<file path="src/rtl/ntt_pkg.sv">
// Shared types and helpers for the NTT load sequencer.
// State encoding is exported on state_o for debug, so the values are fixed.
// stage_hit selects which twiddle RAMs take a given twiddle index.
package ntt_pkg;

   typedef enum logic [2:0] {
      TW_LOAD   = 3'd0,
      TW_WAIT   = 3'd1,
      DATA_LOAD = 3'd2,
      BURST     = 3'd3,
      WAIT_DONE = 3'd4
   } state_t;

   localparam int RADIX_DEFAULT = 16;
   localparam int TW_WORDS      = RADIX_DEFAULT / 2;
   localparam int DATA_WORDS    = RADIX_DEFAULT;

   // True when twiddle index k belongs to stage s (k mod 2^s == 0).
   function automatic logic stage_hit(input logic [31:0] k, input int s);
      logic [31:0] mask;
      mask = (32'd1 << s) - 32'd1;
      return (k & mask) == 32'd0;
   endfunction

endpackage

</file>
<file path="src/rtl/ntt_tw_fanout.sv">
// Purpose: fan one twiddle word out to every stage RAM whose stride divides its index.
// Latency: 1 cycle from valid to per-stage write enable/address/data.
// Backpressure: none; every valid produces its writes, enables last one cycle.
module ntt_tw_fanout
   import ntt_pkg::*;
#(
   parameter int W          = 32,
   parameter int NUM_STAGES = 4,
   parameter int ADDR_WIDTH = 3
) (
   input  logic                             clk,
   input  logic                             rst,
   input  logic                             valid,
   input  logic [ADDR_WIDTH-1:0]            k,
   input  logic [W-1:0]                     word,
   output logic [NUM_STAGES-1:0]            wr_en,
   output logic [NUM_STAGES*ADDR_WIDTH-1:0] wr_addr,
   output logic [NUM_STAGES*W-1:0]          wr_data
);

   logic [31:0]           k_ext;
   logic [NUM_STAGES-1:0] hit;

   assign k_ext = 32'(k);

   // Which stages take this index: stage s keeps every 2^s-th twiddle.
   always_comb begin
      hit = '0;
      for (int s = 0; s < NUM_STAGES; s++) begin
         hit[s] = stage_hit(k_ext, s);
      end
   end

   // Register the writes; address and data hold between writes, enable pulses.
   always_ff @(posedge clk or posedge rst) begin
      if (rst) begin
         wr_en   <= '0;
         wr_addr <= '0;
         wr_data <= '0;
      end else begin
         for (int s = 0; s < NUM_STAGES; s++) begin
            wr_en[s] <= valid && hit[s];
            if (valid && hit[s]) begin
               wr_addr[s*ADDR_WIDTH +: ADDR_WIDTH] <= k >> s;
               wr_data[s*W +: W]                   <= word;
            end
         end
      end
   end

endmodule

</file>
<file path="src/rtl/ntt_load_sequencer.sv">
// Purpose: route the word stream into twiddle RAMs, buffer a data set, burst it into the NTT.
// Latency: twiddle writes 1 cycle after the word; burst starts the cycle after the last data word.
// Backpressure: none available upstream; words arriving while not accepting are dropped, overflow_o sticks.
module ntt_load_sequencer
   import ntt_pkg::*;
#(
   parameter int W          = 32,
   parameter int RADIX      = DATA_WORDS,
   parameter int NUM_STAGES = $clog2(RADIX),
   parameter int ADDR_WIDTH = $clog2(RADIX/2)
) (
   input  logic                             clk,
   input  logic                             rst,
   input  logic                             word_valid_i,
   input  logic [W-1:0]                     word_data_i,
   input  logic                             reload_tw_i,
   output logic [NUM_STAGES-1:0]            wr_en_o,
   output logic [NUM_STAGES*ADDR_WIDTH-1:0] wr_addr_o,
   output logic [NUM_STAGES*W-1:0]          wr_data_o,
   input  logic [NUM_STAGES-1:0]            full_ram_i,
   output logic                             start_o,
   output logic [W-1:0]                     ntt_data_o,
   input  logic                             ntt_done_i,
   output logic                             busy_o,
   output logic                             overflow_o,
   output logic [2:0]                       state_o
);

   localparam int TW_N = RADIX / 2;
   localparam int TCW  = $clog2(TW_N + 1);
   localparam int DCW  = $clog2(RADIX + 1);
   localparam int BAW  = $clog2(RADIX);

   localparam logic [TCW-1:0] TW_LAST   = TCW'(TW_N - 1);
   localparam logic [DCW-1:0] DATA_LAST = DCW'(RADIX - 1);
   localparam logic [DCW-1:0] BURST_END = DCW'(RADIX);

   state_t         state;
   state_t         state_nxt;
   logic [TCW-1:0] tw_cnt;     // twiddles received in this load
   logic [DCW-1:0] idx;        // data words buffered in this set
   logic [DCW-1:0] burst_j;    // index of the next buffer word to present
   logic [W-1:0]   data_buf [RADIX];

   logic tw_vld;
   logic data_vld;
   logic drop_vld;
   logic data_last;
   logic run_done;

   assign tw_vld    = word_valid_i && (state == TW_LOAD);
   assign data_vld  = word_valid_i && (state == DATA_LOAD);
   assign drop_vld  = word_valid_i && ((state == TW_WAIT) || (state == BURST) ||
                                       (state == WAIT_DONE));
   assign data_last = data_vld && (idx == DATA_LAST);
   assign run_done  = (state == WAIT_DONE) && ntt_done_i;
   assign state_o   = state;

   // State register.
   always_ff @(posedge clk or posedge rst) begin
      if (rst) begin
         state <= TW_LOAD;
      end else begin
         state <= state_nxt;
      end
   end

   // Next-state and busy decode; a word on a transition cycle obeys the old state.
   always_comb begin
      state_nxt = state;
      busy_o    = 1'b1;
      case (state)
         TW_LOAD: begin
            if (tw_cnt == '0) busy_o = 1'b0;
            if (tw_vld && (tw_cnt == TW_LAST)) state_nxt = TW_WAIT;
         end
         TW_WAIT: begin
            if (&full_ram_i) state_nxt = DATA_LOAD;
         end
         DATA_LOAD: begin
            if (idx == '0) busy_o = 1'b0;
            if (data_last) state_nxt = BURST;
         end
         BURST: begin
            if (burst_j == BURST_END) state_nxt = WAIT_DONE;
         end
         WAIT_DONE: begin
            if (ntt_done_i) state_nxt = reload_tw_i ? TW_LOAD : DATA_LOAD;
         end
         default: state_nxt = TW_LOAD;
      endcase
   end

   // Counters and burst output; word 0 is launched on the edge that stores the last word.
   always_ff @(posedge clk or posedge rst) begin
      if (rst) begin
         tw_cnt     <= '0;
         idx        <= '0;
         burst_j    <= '0;
         start_o    <= 1'b0;
         ntt_data_o <= '0;
      end else begin
         start_o <= 1'b0;
         if (tw_vld) tw_cnt <= tw_cnt + TCW'(1);
         if (data_vld) idx <= idx + DCW'(1);
         if (data_last) begin
            start_o    <= 1'b1;
            ntt_data_o <= data_buf[0];
            burst_j    <= DCW'(1);
         end else if ((state == BURST) && (burst_j != BURST_END)) begin
            ntt_data_o <= data_buf[burst_j[BAW-1:0]];
            burst_j    <= burst_j + DCW'(1);
         end
         if (run_done) begin
            tw_cnt  <= '0;
            idx     <= '0;
            burst_j <= '0;
         end
      end
   end

   // Data buffer; contents are don't-care after reset, so no reset term.
   always_ff @(posedge clk) begin
      if (data_vld) data_buf[idx[BAW-1:0]] <= word_data_i;
   end

   // Sticky flag for words that arrived while nothing could accept them.
   always_ff @(posedge clk or posedge rst) begin
      if (rst) begin
         overflow_o <= 1'b0;
      end else if (drop_vld) begin
         overflow_o <= 1'b1;
      end
   end

   ntt_tw_fanout #(
      .W          (W),
      .NUM_STAGES (NUM_STAGES),
      .ADDR_WIDTH (ADDR_WIDTH)
   ) u_fanout (
      .clk     (clk),
      .rst     (rst),
      .valid   (tw_vld),
      .k       (tw_cnt[ADDR_WIDTH-1:0]),
      .word    (word_data_i),
      .wr_en   (wr_en_o),
      .wr_addr (wr_addr_o),
      .wr_data (wr_data_o)
   );

endmodule

</file>
<file path="config.mk">
export PLATFORM = sky130hd
export DESIGN_NAME = ntt_load_sequencer
export DESIGN_NICKNAME = d
export VERILOG_FILES = /design/src/rtl/ntt_pkg.sv /design/src/rtl/ntt_tw_fanout.sv /design/src/rtl/ntt_load_sequencer.sv
export SDC_FILE = /design/constraint.sdc
export NUM_CORES = 1
export LEC_CHECK = 0
export ABC_AREA = 1
export BUFFER_PORTS_ARGS = -buffer_cell sky130_fd_sc_hd__buf_2
export CAP_MARGIN = 25
export CORE_MARGIN = 5
export CORE_UTILIZATION = 47
export CTS_CLUSTER_SIZE = 40
export DETAILED_ROUTE_END_ITERATION = 8
export MAX_ROUTING_LAYER = met4
export SETUP_SLACK_MARGIN = 0.3
export SLEW_MARGIN = 20
export SYNTH_ARGS = -nofsm -noshare
export SYNTH_HDL_FRONTEND = slang
export SYNTH_SLANG_ARGS = --single-unit
</file>
<file path="constraint.sdc">
create_clock -name clk -period 6.2 [get_ports clk]
set_input_delay 0.31 -clock clk [delete_from_list [all_inputs] [get_ports clk]]
set_output_delay 0.31 -clock clk [all_outputs]
set_load 0.03 [all_outputs]
</file>
==> results.yml <==
synth:
  most_frequent_cell_after_synthesis: "sky130_fd_sc_hd__nand2_1"
  asyncSetResetFlopFracSynth_pct: 27.0
  synth_seq_area_share_pct: 67.5
  post_synth.cell_area_avg_um2: 10.2
  post-synth-top-area-cell: "sky130_fd_sc_hd__edfxtp_1"
  postSynthRegisterBits: 701
  synth_top_cells_by_count: "927 x sky130_fd_sc_hd__nand2_1, 512 x sky130_fd_sc_hd__edfxtp_1, 465 x sky130_fd_sc_hd__inv_1, 419 x sky130_fd_sc_hd__nand3_1, 189 x sky130_fd_sc_hd__dfrtp_1"
  synth_top_area_share_pct: 51.6
  synth.top_cells.by_area: "sky130_fd_sc_hd__edfxtp_1 52%, sky130_fd_sc_hd__dfrtp_1 16%, sky130_fd_sc_hd__nand2_1 12%"
  postSynthCellCount: 2929
  synth.yosys.warnings: 0
  syn-cell-area_um2: 29800
  yosys.cell_types.count: 37
  synth_edf_count: 512
  postSynth.topFlopCell: "sky130_fd_sc_hd__edfxtp_1"
detailed_routing:
  route.vias.total: 20400
  pre_antenna_drt_iters: 8
  ant_nets: 0
  wire_per_inst_um: 19.1
  totalWireLength_um: 76600
  remaining_drc_errors: 0
  drt_first_iter_violations: 1668
  via_per_inst: 5.07
sta:
  final_period_minus_worst_setup_slack_ns: 3.39
  slew_headroom_pct: 28.3
  timing_max_transition_violations_final: 0
  final_hold_vios: 0
  fin_crit_sh_pct: 54.7
  timing.fmax_mhz: 295
  hold_slack_ns: 0.0446
  slew_worst_pin_ns: 1.08
  unrepaired_setup_endpoints_after_global_routing: "no"
  final-setup-viol-count: 0
  setup-tns-final_ns: 0
  clock_skew_ns: 0.0285
worst_setup_path:
  timing.critical_path.cells: "inv_4, buf_4, buf_4, nand3_1, nand3_1, nand3_1, nand2_1, nand2_1, nand2_1"
  startpoint_type: "flop"
  critical_path_type: "reg2reg"
  cp_data_arrival_time_ns: 3.93
  worstPathMaxFanout: 71
  slowest_delay_ns: 0.84
  critPathSlowestCell: "sky130_fd_sc_hd__dfrtp_4"
  crit_required_ns: 6.74
  worst_setup_path_end_kind: "flop"
clocking:
  cts_tree: "yes"
  clk-insertion-delay-late_ns: 0.62
  clk_pin_slew_worst_paths_ns: 0.06
  ctsHtreeMaxLevel: 3
  buffers_inserted_during_post_cts_setup_optimization: 0
  clkSinkCount: 701
  tritoncts.num_buffers: 74
  cts-hold-fix-buffers: 2
  clock-root-buffer: "sky130_fd_sc_hd__clkbuf_16"
  cts_repair_resize_count: 0
  cts-root-to-sink-buffers: 3
layout:
  final_nets: 3157
  stdcell_area_um2: 33900
  area_growth_syn_to_layout_pct: 13.7
  instances_no_fill: 4015
  fillers: 5395
  post_route_cells_drive_above_1_share_pct: 13.0
die:
  core_area_um2: 63000
  floorplan.die.height_um: 262
  fp.dieArea_um2: 68500
  initial_core_util_pct: 47.3
  fp-row-count: 92
  die_width_um: 262
  floorplan.io_pins: 223
global_routing:
  grt_antenna_before_repair: 0
  grt_max_degree: 173
  grt_pass1_vias: 20100
  grt_first_pass_wirelength_um: 118000
  grt_remaining_overflow: 0
  grt_usage_pct: 23.0
placement:
  post_detailed_placement_half_perimeter_wirelength_um: 42300
  port_buffers: 216
  numPlacedInstances: 3873
  dpl-instance-area_um2: 31500
  place.gp.congestion: 0.803
min_path:
  hold_path.class: "in2reg"
flow_run:
  number_of_max_cap_violations: 0
status:
  outcome: "complete, no violations"
power:
  power_density_nw_per_um2: 479
  power.leakage_nw: 15.4
  peak_supply_drop_v: 0.000403
-- state kept, by name (all words and copies together) (netlist names), 3 cells and up --
register / cells
state_o: 3
tw_cnt: 4
data_buf: 512
ntt_data_o: 32
u_fanout.wr_en: 4
u_fanout.wr_addr: 6
burst_j: 5
idx: 5
u_fanout.wr_data: 128
-- where the power goes --
group	internal (mW)	leakage, nW	total, mW	switching (mW)
clock network	2.43	1.11	4.24	1.81
registers	5.70	6.93	6.19	0.493
logic	1.62	7.31	5.80	4.18
-- worst max-delay path, delay by kind of cell, from the launching register on --
family / cells / cell delay (ns)
flip-flops: 1 / 0.84
buffers and inverters: 3 / 1.82
AND/OR/NAND/NOR: 6 / 0.64
-- cell type report --
cell class	instances	area, µm²	share of cell area (%)
inverters	473	1790	5.30
well taps	846	1060	3.12
clock inverters	27	254	0.750
flip-flops and latches	701	20100	59.4
diodes	2	5.00	0.0148
repair buffers	252	1460	4.31
multi-input cells	1605	7140	21.1
clock buffers	109	2050	6.04
-- cell families after synthesis --
family | count (synthesis) | share of synthesized area, %
xor+xnor | 1 | 0.0294
other cells | 1 | 0.0126
fa+ha+maj | 9 | 0.378
simple gates | 1421 | 19.9
buf+inv | 628 | 8.97
flops | 701 | 67.5
compound gates | 168 | 3.16
-- metrics by stage --
stage,total power [mW],util [%],worst slack (ns)
detailed placement,12.1,50.0,2.72
floorplan,10.4,-,0.748
CTS,16.3,53.7,2.70
finish,16.2,53.8,2.81
global route,17.2,53.8,2.55
global placement,12.0,49.9,2.49
-- placed cells by master (no fill, tap or decap), types with 34 or more instances in the layout --
master,instances
sky130_fd_sc_hd__nor2_1,38
sky130_fd_sc_hd__o21ai_1,34
sky130_fd_sc_hd__clkbuf_16,76
sky130_fd_sc_hd__inv_1,462
sky130_fd_sc_hd__edfxtp_1,512
sky130_fd_sc_hd__o21ai_0,77
sky130_fd_sc_hd__nand2_1,926
sky130_fd_sc_hd__buf_2,216
sky130_fd_sc_hd__dfrtp_1,186
sky130_fd_sc_hd__nand3_1,419
-- metal layers --
| layer | routed length (µm) | share of wire, % | vias to the layer above | track usage [%] |
|---|---|---|---|---|
| met1 | 33700 | 44 | 9798 | 31.2 |
| met2 | 36000 | 47 | 678 | 36.3 |
| met3 | 5370 | 7.0 | 117 | 4.22 |
| met5 | 0 | 0 | - | - |
| li1 | - | - | 9757 | - |
| met4 | 1490 | 1.9 | 0 | 6.13 |
-- final timing paths --
| kind | slack, ns | from | depth (start not counted) | end |
|---|---|---|---|---|
| min in group asynchronous | 0.38 | rst | 3 | u_fanout.wr_data[32]$_DFFE_PP0P_ |
| worst max-delay path | 2.81 | burst_j[1]$_DFFE_PP0P_ | 9 | ntt_data_o[10]$_DFFE_PP0P_ |
| worst max register to register | 2.81 | burst_j[1]$_DFFE_PP0P_ | 9 | ntt_data_o[10]$_DFFE_PP0P_ |
| max in group asynchronous | 4.49 | rst | 5 | ntt_data_o[16]$_DFFE_PP0P_ |
| worst min-delay path | 0.04 | reload_tw_i | 4 | state_o[1]$_DFFE_PP0P_ |
| worst min register to register | 0.46 | u_fanout.wr_data[36]$_DFFE_PP0P_ | 2 | u_fanout.wr_data[36]$_DFFE_PP0P_ |
No activity file was read; power rests on OpenSTA's default activity.
